[config.mk]
export PLATFORM = sky130hd
export DESIGN_NAME = lstm_gate_mac
export DESIGN_NICKNAME = d
export VERILOG_FILES = /design/src/rtl/lstm_gate_mac.sv
export SDC_FILE = /design/constraint.sdc
export NUM_CORES = 2
export LEC_CHECK = 0
export ABC_AREA = 0
export BUFFER_PORTS_ARGS = -buffer_cell sky130_fd_sc_hd__buf_4
export CAP_MARGIN = 20
export CORE_MARGIN = 4
export CORE_UTILIZATION = 45
export DETAILED_ROUTE_END_ITERATION = 8
export PLACE_DENSITY = 0.61
export SYNTH_ARGS = -nofsm -noshare
export SYNTH_HDL_FRONTEND = slang
export SYNTH_SLANG_ARGS = --single-unit
[constraint.sdc]
create_clock -name clock -period 11.8 [get_ports clock]
set_input_delay 0.59 -clock clock [delete_from_list [all_inputs] [get_ports clock]]
set_output_delay 0.59 -clock clock [all_outputs]
set_load 0.01 [all_outputs]
[src/rtl/lstm_gate_mac.sv]
// Four-gate LSTM pre-activation engine: streams [x_t ; h_t-1] against per-gate weights,
// rounds and saturates each Q.FRAC dot product, and holds the result under valid/ready.
module lstm_gate_mac #(
   parameter int XLEN    = 16,
   parameter int FRAC    = 8,
   parameter int VEC_LEN = 32,
   parameter int ACC_W   = 40
) (
   input  logic            clock,
   input  logic            reset,
   input  logic            start,
   input  logic [XLEN-1:0] b_i,
   input  logic [XLEN-1:0] b_c,
   input  logic [XLEN-1:0] b_f,
   input  logic [XLEN-1:0] b_o,
   input  logic            in_valid,
   output logic            in_ready,
   input  logic [XLEN-1:0] x_data,
   input  logic [XLEN-1:0] w_i,
   input  logic [XLEN-1:0] w_c,
   input  logic [XLEN-1:0] w_f,
   input  logic [XLEN-1:0] w_o,
   output logic [XLEN-1:0] gate_i,
   output logic [XLEN-1:0] gate_c,
   output logic [XLEN-1:0] gate_f,
   output logic [XLEN-1:0] gate_o,
   output logic            out_valid,
   input  logic            out_ready,
   output logic [1:0]      status_out
);

   localparam int CNT_W = (VEC_LEN > 1) ? $clog2(VEC_LEN) : 1;
   localparam logic [CNT_W-1:0] LAST_BEAT = CNT_W'(VEC_LEN - 1);

   localparam logic [1:0] S_IDLE  = 2'd0;
   localparam logic [1:0] S_ACCUM = 2'd1;
   localparam logic [1:0] S_ROUND = 2'd2;
   localparam logic [1:0] S_HOLD  = 2'd3;

   // Rounding constant and saturation bounds expressed at accumulator width.
   localparam logic signed [ACC_W-1:0] HALF    = ACC_W'(1) << (FRAC - 1);
   localparam logic signed [ACC_W-1:0] SAT_MAX = {{(ACC_W-XLEN+1){1'b0}}, {(XLEN-1){1'b1}}};
   localparam logic signed [ACC_W-1:0] SAT_MIN = {{(ACC_W-XLEN+1){1'b1}}, {(XLEN-1){1'b0}}};
   localparam logic [XLEN-1:0] OUT_MAX = {1'b0, {(XLEN-1){1'b1}}};
   localparam logic [XLEN-1:0] OUT_MIN = {1'b1, {(XLEN-1){1'b0}}};

   logic [1:0]       state_q, state_d;
   logic [CNT_W-1:0] cnt_q, cnt_d;
   logic             out_valid_q, out_valid_d;
   logic             load_bias, beat_ok;

   logic [XLEN-1:0] bias_a [4];
   logic [XLEN-1:0] w_a    [4];
   logic [XLEN-1:0] gate_a [4];

   assign bias_a[0] = b_i;
   assign bias_a[1] = b_c;
   assign bias_a[2] = b_f;
   assign bias_a[3] = b_o;
   assign w_a[0]    = w_i;
   assign w_a[1]    = w_c;
   assign w_a[2]    = w_f;
   assign w_a[3]    = w_o;

   assign load_bias = (state_q == S_IDLE) && start;
   assign beat_ok   = (state_q == S_ACCUM) && in_valid;

   always_comb begin
      state_d     = state_q;
      cnt_d       = cnt_q;
      out_valid_d = out_valid_q;
      case (state_q)
         S_IDLE: begin
            if (start) begin
               state_d = S_ACCUM;
               cnt_d   = '0;
            end
         end
         S_ACCUM: begin
            if (in_valid) begin
               if (cnt_q == LAST_BEAT) begin
                  state_d = S_ROUND;
                  cnt_d   = '0;
               end else begin
                  cnt_d = cnt_q + CNT_W'(1);
               end
            end
         end
         S_ROUND: begin
            state_d     = S_HOLD;
            out_valid_d = 1'b1;
         end
         S_HOLD: begin
            // A start arriving with the handshake is dropped: IDLE is entered only after this edge.
            if (out_ready) begin
               state_d     = S_IDLE;
               out_valid_d = 1'b0;
            end
         end
         default: state_d = S_IDLE;
      endcase
   end

   always_ff @(posedge clock or posedge reset) begin
      if (reset) begin
         state_q     <= S_IDLE;
         cnt_q       <= '0;
         out_valid_q <= 1'b0;
      end else begin
         state_q     <= state_d;
         cnt_q       <= cnt_d;
         out_valid_q <= out_valid_d;
      end
   end

   generate
      for (genvar gi = 0; gi < 4; gi++) begin : g_gate
         logic signed [2*XLEN-1:0] w_ext, x_ext, prod;
         logic signed [ACC_W-1:0]  acc_q, acc_d, sum, rnd;
         logic [XLEN-1:0]          gate_q, gate_d;

         always_comb begin
            w_ext  = {{XLEN{w_a[gi][XLEN-1]}}, w_a[gi]};
            x_ext  = {{XLEN{x_data[XLEN-1]}}, x_data};
            prod   = w_ext * x_ext;
            sum    = acc_q + HALF;
            rnd    = sum >>> FRAC;
            acc_d  = acc_q;
            gate_d = gate_q;
            if (load_bias) begin
               acc_d = {{(ACC_W-XLEN){bias_a[gi][XLEN-1]}}, bias_a[gi]} << FRAC;
            end else if (beat_ok) begin
               acc_d = acc_q + {{(ACC_W-2*XLEN){prod[2*XLEN-1]}}, prod};
            end
            if (state_q == S_ROUND) begin
               if (rnd > SAT_MAX) begin
                  gate_d = OUT_MAX;
               end else if (rnd < SAT_MIN) begin
                  gate_d = OUT_MIN;
               end else begin
                  gate_d = rnd[XLEN-1:0];
               end
            end
         end

         always_ff @(posedge clock or posedge reset) begin
            if (reset) begin
               acc_q  <= '0;
               gate_q <= '0;
            end else begin
               acc_q  <= acc_d;
               gate_q <= gate_d;
            end
         end

         assign gate_a[gi] = gate_q;
      end
   endgenerate

   assign gate_i     = gate_a[0];
   assign gate_c     = gate_a[1];
   assign gate_f     = gate_a[2];
   assign gate_o     = gate_a[3];
   assign in_ready   = (state_q == S_ACCUM);
   assign out_valid  = out_valid_q;
   assign status_out = state_q;

endmodule

# [After elaboration in Yosys (flattened, before gate mapping)]
# Cells that the tools add are included.
[word_totals] reg_bits=232 in_bits=149 wordCells=76
[op_classes] add_sub_neg=9 mul=4 magnitude_cmp=8 eq_ne=8 muxes=27 n_reduce_logical=9
[ops] cell="two-way mux 40 bit" count=8
[ops] cell="adder 40 bit" count=4
[ops] cell="adder 40 x 9 -> 40 bit, second input constant" count=4
[ops] cell="greater-than comparator 32 x 16 -> 1 bit, second input constant" count=4
[ops] cell="< comparator 32 x 16 -> 1 bit, second input constant" count=4
[ops] cell="multiplier 16 x 16 -> 32 bit" count=4
[ops] cell="two-way mux 16 bit" count=8
[ops] cell="two-way mux 5 bit" count=3
[ops] cell="case mux 5 bit (2 select lines)" count=1
[ops] cell="two-way mux 2 bit" count=4
[ops] cell="case mux 2 bit (4 select lines)" count=1
[ops] cell="!= test 2 bit, second input constant" count=3
[ops] cell="nonzero test 2 bit" count=3
[ops] cell="adder 5 x 1 -> 5 bit, second input constant" count=1
[ops] cell="equality test 5 bit, second input constant" count=1
[ops] cell="equality test 2 bit, second input constant" count=2
[ops] cell="AND reduction 4 bit" count=1
[ops] cell="AND reduction 3 bit" count=1
[ops] cell="equality test 2 x 1 -> 1 bit, second input constant" count=1
[ops] cell="logical AND 1 bit" count=2
[ops] cell="zero test 2 bit" count=1
[ops] cell="!= test 2 x 1 -> 1 bit, second input constant" count=1
[ops] cell="case mux 1 bit (2 select lines)" count=1
[ops] cell="AND reduction 2 bit" count=1
[ops] cell="two-way mux 1 bit" count=1

# [Logic depth before layout (Yosys ltp)]
[depth] ltp_word=4 depth_mapped=40 depth_no_buf=37

# [Least setup slack after synthesis]
# Ideal clock, no wire load.
[synth_timing] kind="in2reg" from="in x_data[7]" to="reg g_gate[1].acc_q[39]" t_arrival_ns=8.461 slack_ns=3.257 path_stages=29 n_path_buf=2 cell_sequence="clkbuf_1 clkbuf_1 nand2_1 fa_1 inv_1 fa_1 fa_1 fa_1 fa_1 inv_1 fa_1 inv_1 ha_1 and2_1 or3_1 a2111oi_2 o211ai_1 a41oi_2 o211ai_1 and4_1 nor3_2 ha_1 and3_1 or4_1 o21ai_0 a31oi_1 xnor2_1 or3_1 a31oi_1"
[synth_between] elab_chain_len=4
[synth_rtl] item="start: declaration" line_no="18" source="input logic [XLEN-1:0] x_data,"
[synth_rtl] item="multiplier 16 x 16 -> 32 bit" line_no="125" source="prod = w_ext * x_ext;"
[synth_rtl] item="adder 40 bit" line_no="133" source="acc_d = acc_q + {{(ACC_W-2*XLEN){prod[2*XLEN-1]}}, prod};"
[synth_rtl] item="two-way mux 40 bit" line_no="132" source="end else if (beat_ok) begin"
[synth_rtl] item="two-way mux 40 bit" line_no="130" source="if (load_bias) begin"
[synth_rtl] item="end signal: assignment" line_no="148" source="acc_q <= '0;"
[synth_rtl] item="end signal: assignment" line_no="151" source="acc_q <= acc_d;"
[synth_rtl] item="end: declaration" line_no="119" source="logic signed [ACC_W-1:0] acc_q, acc_d, sum, rnd;"
# No other way between the ends. The select of a mux whose other input is x is not followed.
# A chain may end at the register's enable or synchronous reset.

# [Final worst setup path]
[layout_timing] from="in x_data[8]" to="reg g_gate[0].acc_q[39]"
[layout_between] elab_chain_len=4
[layout_rtl] item="multiplier 16 x 16 -> 32 bit" line_no="125"
[layout_rtl] item="adder 40 bit" line_no="133"
[layout_rtl] item="two-way mux 40 bit" line_no="132"
[layout_rtl] item="two-way mux 40 bit" line_no="130"
[layout_rtl] item="end signal: assignment" line_no="148"
[layout_rtl] item="end signal: assignment" line_no="151"
[layout_rtl] item="end: declaration" line_no="119"
# No other way between the ends. The select of a mux whose other input is x is not followed.

==> results.py <==
metrics = {
    "outcome": {
        "status": "finished, final reports clean",
    },
    "route": {
        "wl_per_cell_um": 19.41,
        "detail-route-antenna-nets": 0,
        "drtIter0Drc": 2569,
        "vias": 47170,
        "routed_wl_um": 168800,
        "drt-pass1-iter-count": 7,
        "drc_errors": 0,
        "vias_per_cell": 5.425,
    },
    "yosys": {
        "ys_seq_area_share_pct": 9.724,
        "ys.flop_type": "dfrtp_1",
        "netlist_area_um2": 59700,
        "ys_seq_elements": 232,
        "synth_cells": 6912,
        "synth_edf_count": 0,
        "synth.top_cells.by_area": "fa_1 35%, ha_1 11%, dfrtp_1 9.7%, inv_1 7.9%, and2_1 5.4%",
        "synth_nets": 8616,
        "synth.distinct_cells": 92,
        "syn_avg_cell_area_um2": 8.638,
        "yosysTopAreaCell": "fa_1",
        "ys_warn_count": 0,
        "synth_top_area_share_pct": 35.27,
        "synthArstFlopShare_pct": 100.0,
        "yosys-top-cells-count": "1253 x inv_1, 1052 x fa_1, 783 x nand2_1",
        "synth.most_common_cell": "inv_1",
    },
    "setup_path": {
        "critical_path_class": "input pin to flip-flop",
        "reg2reg_from": "g_gate[0].acc_q[8]$_DFFE_PP0P_",
        "critical_path_arrival_ps": 9830,
        "reg2reg_depth": 12,
        "cp.required_ps": 12270,
        "timing.reg2reg.setup_slack_ps": 7560,
        "startpoint": "x_data[8]",
        "critPathSlowestCell": "buf_4",
        "cpPeakStageDelay_ps": 700,
        "worst-path-max-fanout": 64,
        "worstSetupEndpointType": "flip-flop",
        "r2r_end": "gate_i[14]$_DFFE_PP0P_",
        "setup.worst_path.end": "g_gate[0].acc_q[39]$_DFFE_PP0P_",
        "critPathLaunchType": "input pin",
    },
    "clock_tree": {
        "cts_sinks": 232,
        "tritoncts": "built",
        "cts_root_buffer": "clkbuf_16",
        "numCtsBuffers": 27,
        "clk_pin_slew_ps": 60,
        "cts_setup_buffers": 0,
        "cts_buffer_depth": 3,
        "post_cts_resized": 0,
        "ctsHtreeMaxLevel": 1,
        "clock_latency_ps": 580,
        "ctsHoldBuffers": 0,
    },
    "sta": {
        "worst_slew_pin_slew_ps": 1017,
        "finalCriticalPeriod_ps": 9360,
        "rsz0062_at_grt": "false",
        "finalHoldViolCount": 0,
        "fin_setup_tns_ps": 0,
        "drv_slew": 0,
        "finalSetupViolations": 0,
        "fmax_ghz": 0.1068,
        "finClkSkew_ps": 21.27,
        "post-route-period-util_pct": 79.32,
        "max_slew_margin_pct": 32.05,
    },
    "floorplan": {
        "ioPinCount": 217,
        "fp.dieW_um": 372.3,
        "num_rows": 133,
        "die-area_um2": 138600,
        "core_area_um2": 131600,
        "start_util_pct": 45.36,
        "die_height_um": 372.3,
    },
    "global_routing": {
        "grtUsageTotal_pct": 24.73,
        "grt_pass1_wl_um": 271300,
        "grt_pass1_vias": 49030,
        "grt_max_degree": 106,
        "gr-total-overflow": 0,
        "antenna_found_initial": 13,
    },
    "layout": {
        "fill_cells": 12680,
        "nets": 8611,
        "drive_gt1_share_pct": 5.196,
        "syn_to_final_growth_pct": 6.534,
    },
    "place": {
        "dp_hpwl_um": 132400,
        "place.gp.congestion": 0.9117,
        "numPortBuffers": 216,
    },
    "flow_run": {
        "maxCapViolations": 0,
    },
    "worst_hold_path": {
        "worstHoldPathType": "input pin to asynchronous set/reset pin",
    },
}
logic make-up after synthesis:
kind of cell / synth area share (%)
adder cells (fa/ha/maj): 45.82
flip-flops: 9.724
buffers and inverters: 9.694
AND/OR/NAND/NOR: 17.50
AO/OA/AOI/OAI: 12.14
XOR/XNOR: 4.826
multiplexers: 0.2955
how the worst min path moves through the flow:
stage | start | endpoint | cells after the start
after global routing | reset | gate_i[4]$_DFFE_PP0P_ | 2
after detailed placement | gate_f[2]$_DFFE_PP0P_ | gate_f[2]$_DFFE_PP0P_ | 1
after CTS | reset | g_gate[0].acc_q[9]$_DFFE_PP0P_ | 2
after floorplan | cnt_q[3]$_DFFE_PP0P_ | cnt_q[3]$_DFFE_PP0P_ | 2
final | reset | gate_i[3]$_DFFE_PP0P_ | 2
after global placement | gate_f[6]$_DFFE_PP0P_ | gate_f[6]$_DFFE_PP0P_ | 1
state kept, by name (all words and copies together), names as in the netlist:
signal and cells:
gate_f 16, gate_i 16, gate_c 16, gate_o 16, status_out 2, out_valid 1
cnt_q 5, g_gate.acc_q 160
area by class of cell:
| type | instances | area, um2 | share of cell area [%] |
|---|---|---|---|
| multi-input cells | 5148 | 48150 | 75.70 |
| flip-flops and latches | 232 | 5806 | 9.127 |
| inverters | 1253 | 4711 | 7.406 |
| well taps | 1755 | 2196 | 3.452 |
| repair buffers | 245 | 1846 | 2.901 |
| clock buffers | 40 | 804.5 | 1.265 |
| clock inverters | 10 | 62.56 | 0.09836 |
| diodes | 12 | 30.03 | 0.04721 |
worst max-delay path, delay by kind of cell:
kind,cells,cell delay [ps]
multiplexers,1,310
adder cells (fa/ha/maj),8,3820
AO/OA/AOI/OAI,11,2630
XOR/XNOR,1,210
buffers and inverters,7,1020
AND/OR/NAND/NOR,9,1190
through the flow:
stage	utilization [%]	area, um2	setup WS [ps]	hold slack, ps	cells
floorplan	-	59700	3257	485.8	6912
CTS	48.28	63550	2537	188.5	8681
detailed placement	47.62	62690	1968	469.0	8631
global placement	47.62	62690	2097	462.9	8631
finish	48.32	63610	2440	139.3	8695
global route	48.31	63590	1890	205.7	8689
cell usage in the layout, fill, tap and decap left out, types with 27 or more instances in the layout:
| master | instances |
|---|---|
| o211ai_1 | 55 |
| dfrtp_1 | 232 |
| a21oi_1 | 386 |
| ha_1 | 502 |
| o21bai_1 | 31 |
| o21a_1 | 83 |
| a211oi_1 | 36 |
| a21o_1 | 128 |
| and3_1 | 56 |
| o21ai_0 | 186 |
| nor2b_1 | 41 |
| nand4_1 | 34 |
| nand2b_1 | 46 |
| a31oi_1 | 74 |
| and2_1 | 514 |
| or3_1 | 29 |
| nor3_1 | 75 |
| xor2_1 | 107 |
| buf_4 | 244 |
| xnor2_1 | 222 |
| inv_1 | 1251 |
| nor2_1 | 333 |
| nand2_1 | 781 |
| nand3_1 | 100 |
| fa_1 | 1052 |
| clkbuf_16 | 27 |
routing by layer:
metal / routed length [um] / vias to the layer above / global-route usage (%) / share of wire, %
met3: 7490 / 267 / 2.319 / 4.4
li1: - / 21900 / - / -
met1: 69120 / 23880 / 31.81 / 41
met5: 23 / - / 0 / 0.014
met4: 6831 / 4 / 8.558 / 4.0
met2: 85290 / 1117 / 43.56 / 51
Power is left out: the tool's default activity adds up to more than one toggle a clock period on the data nets, which glitch-free logic cannot reach.
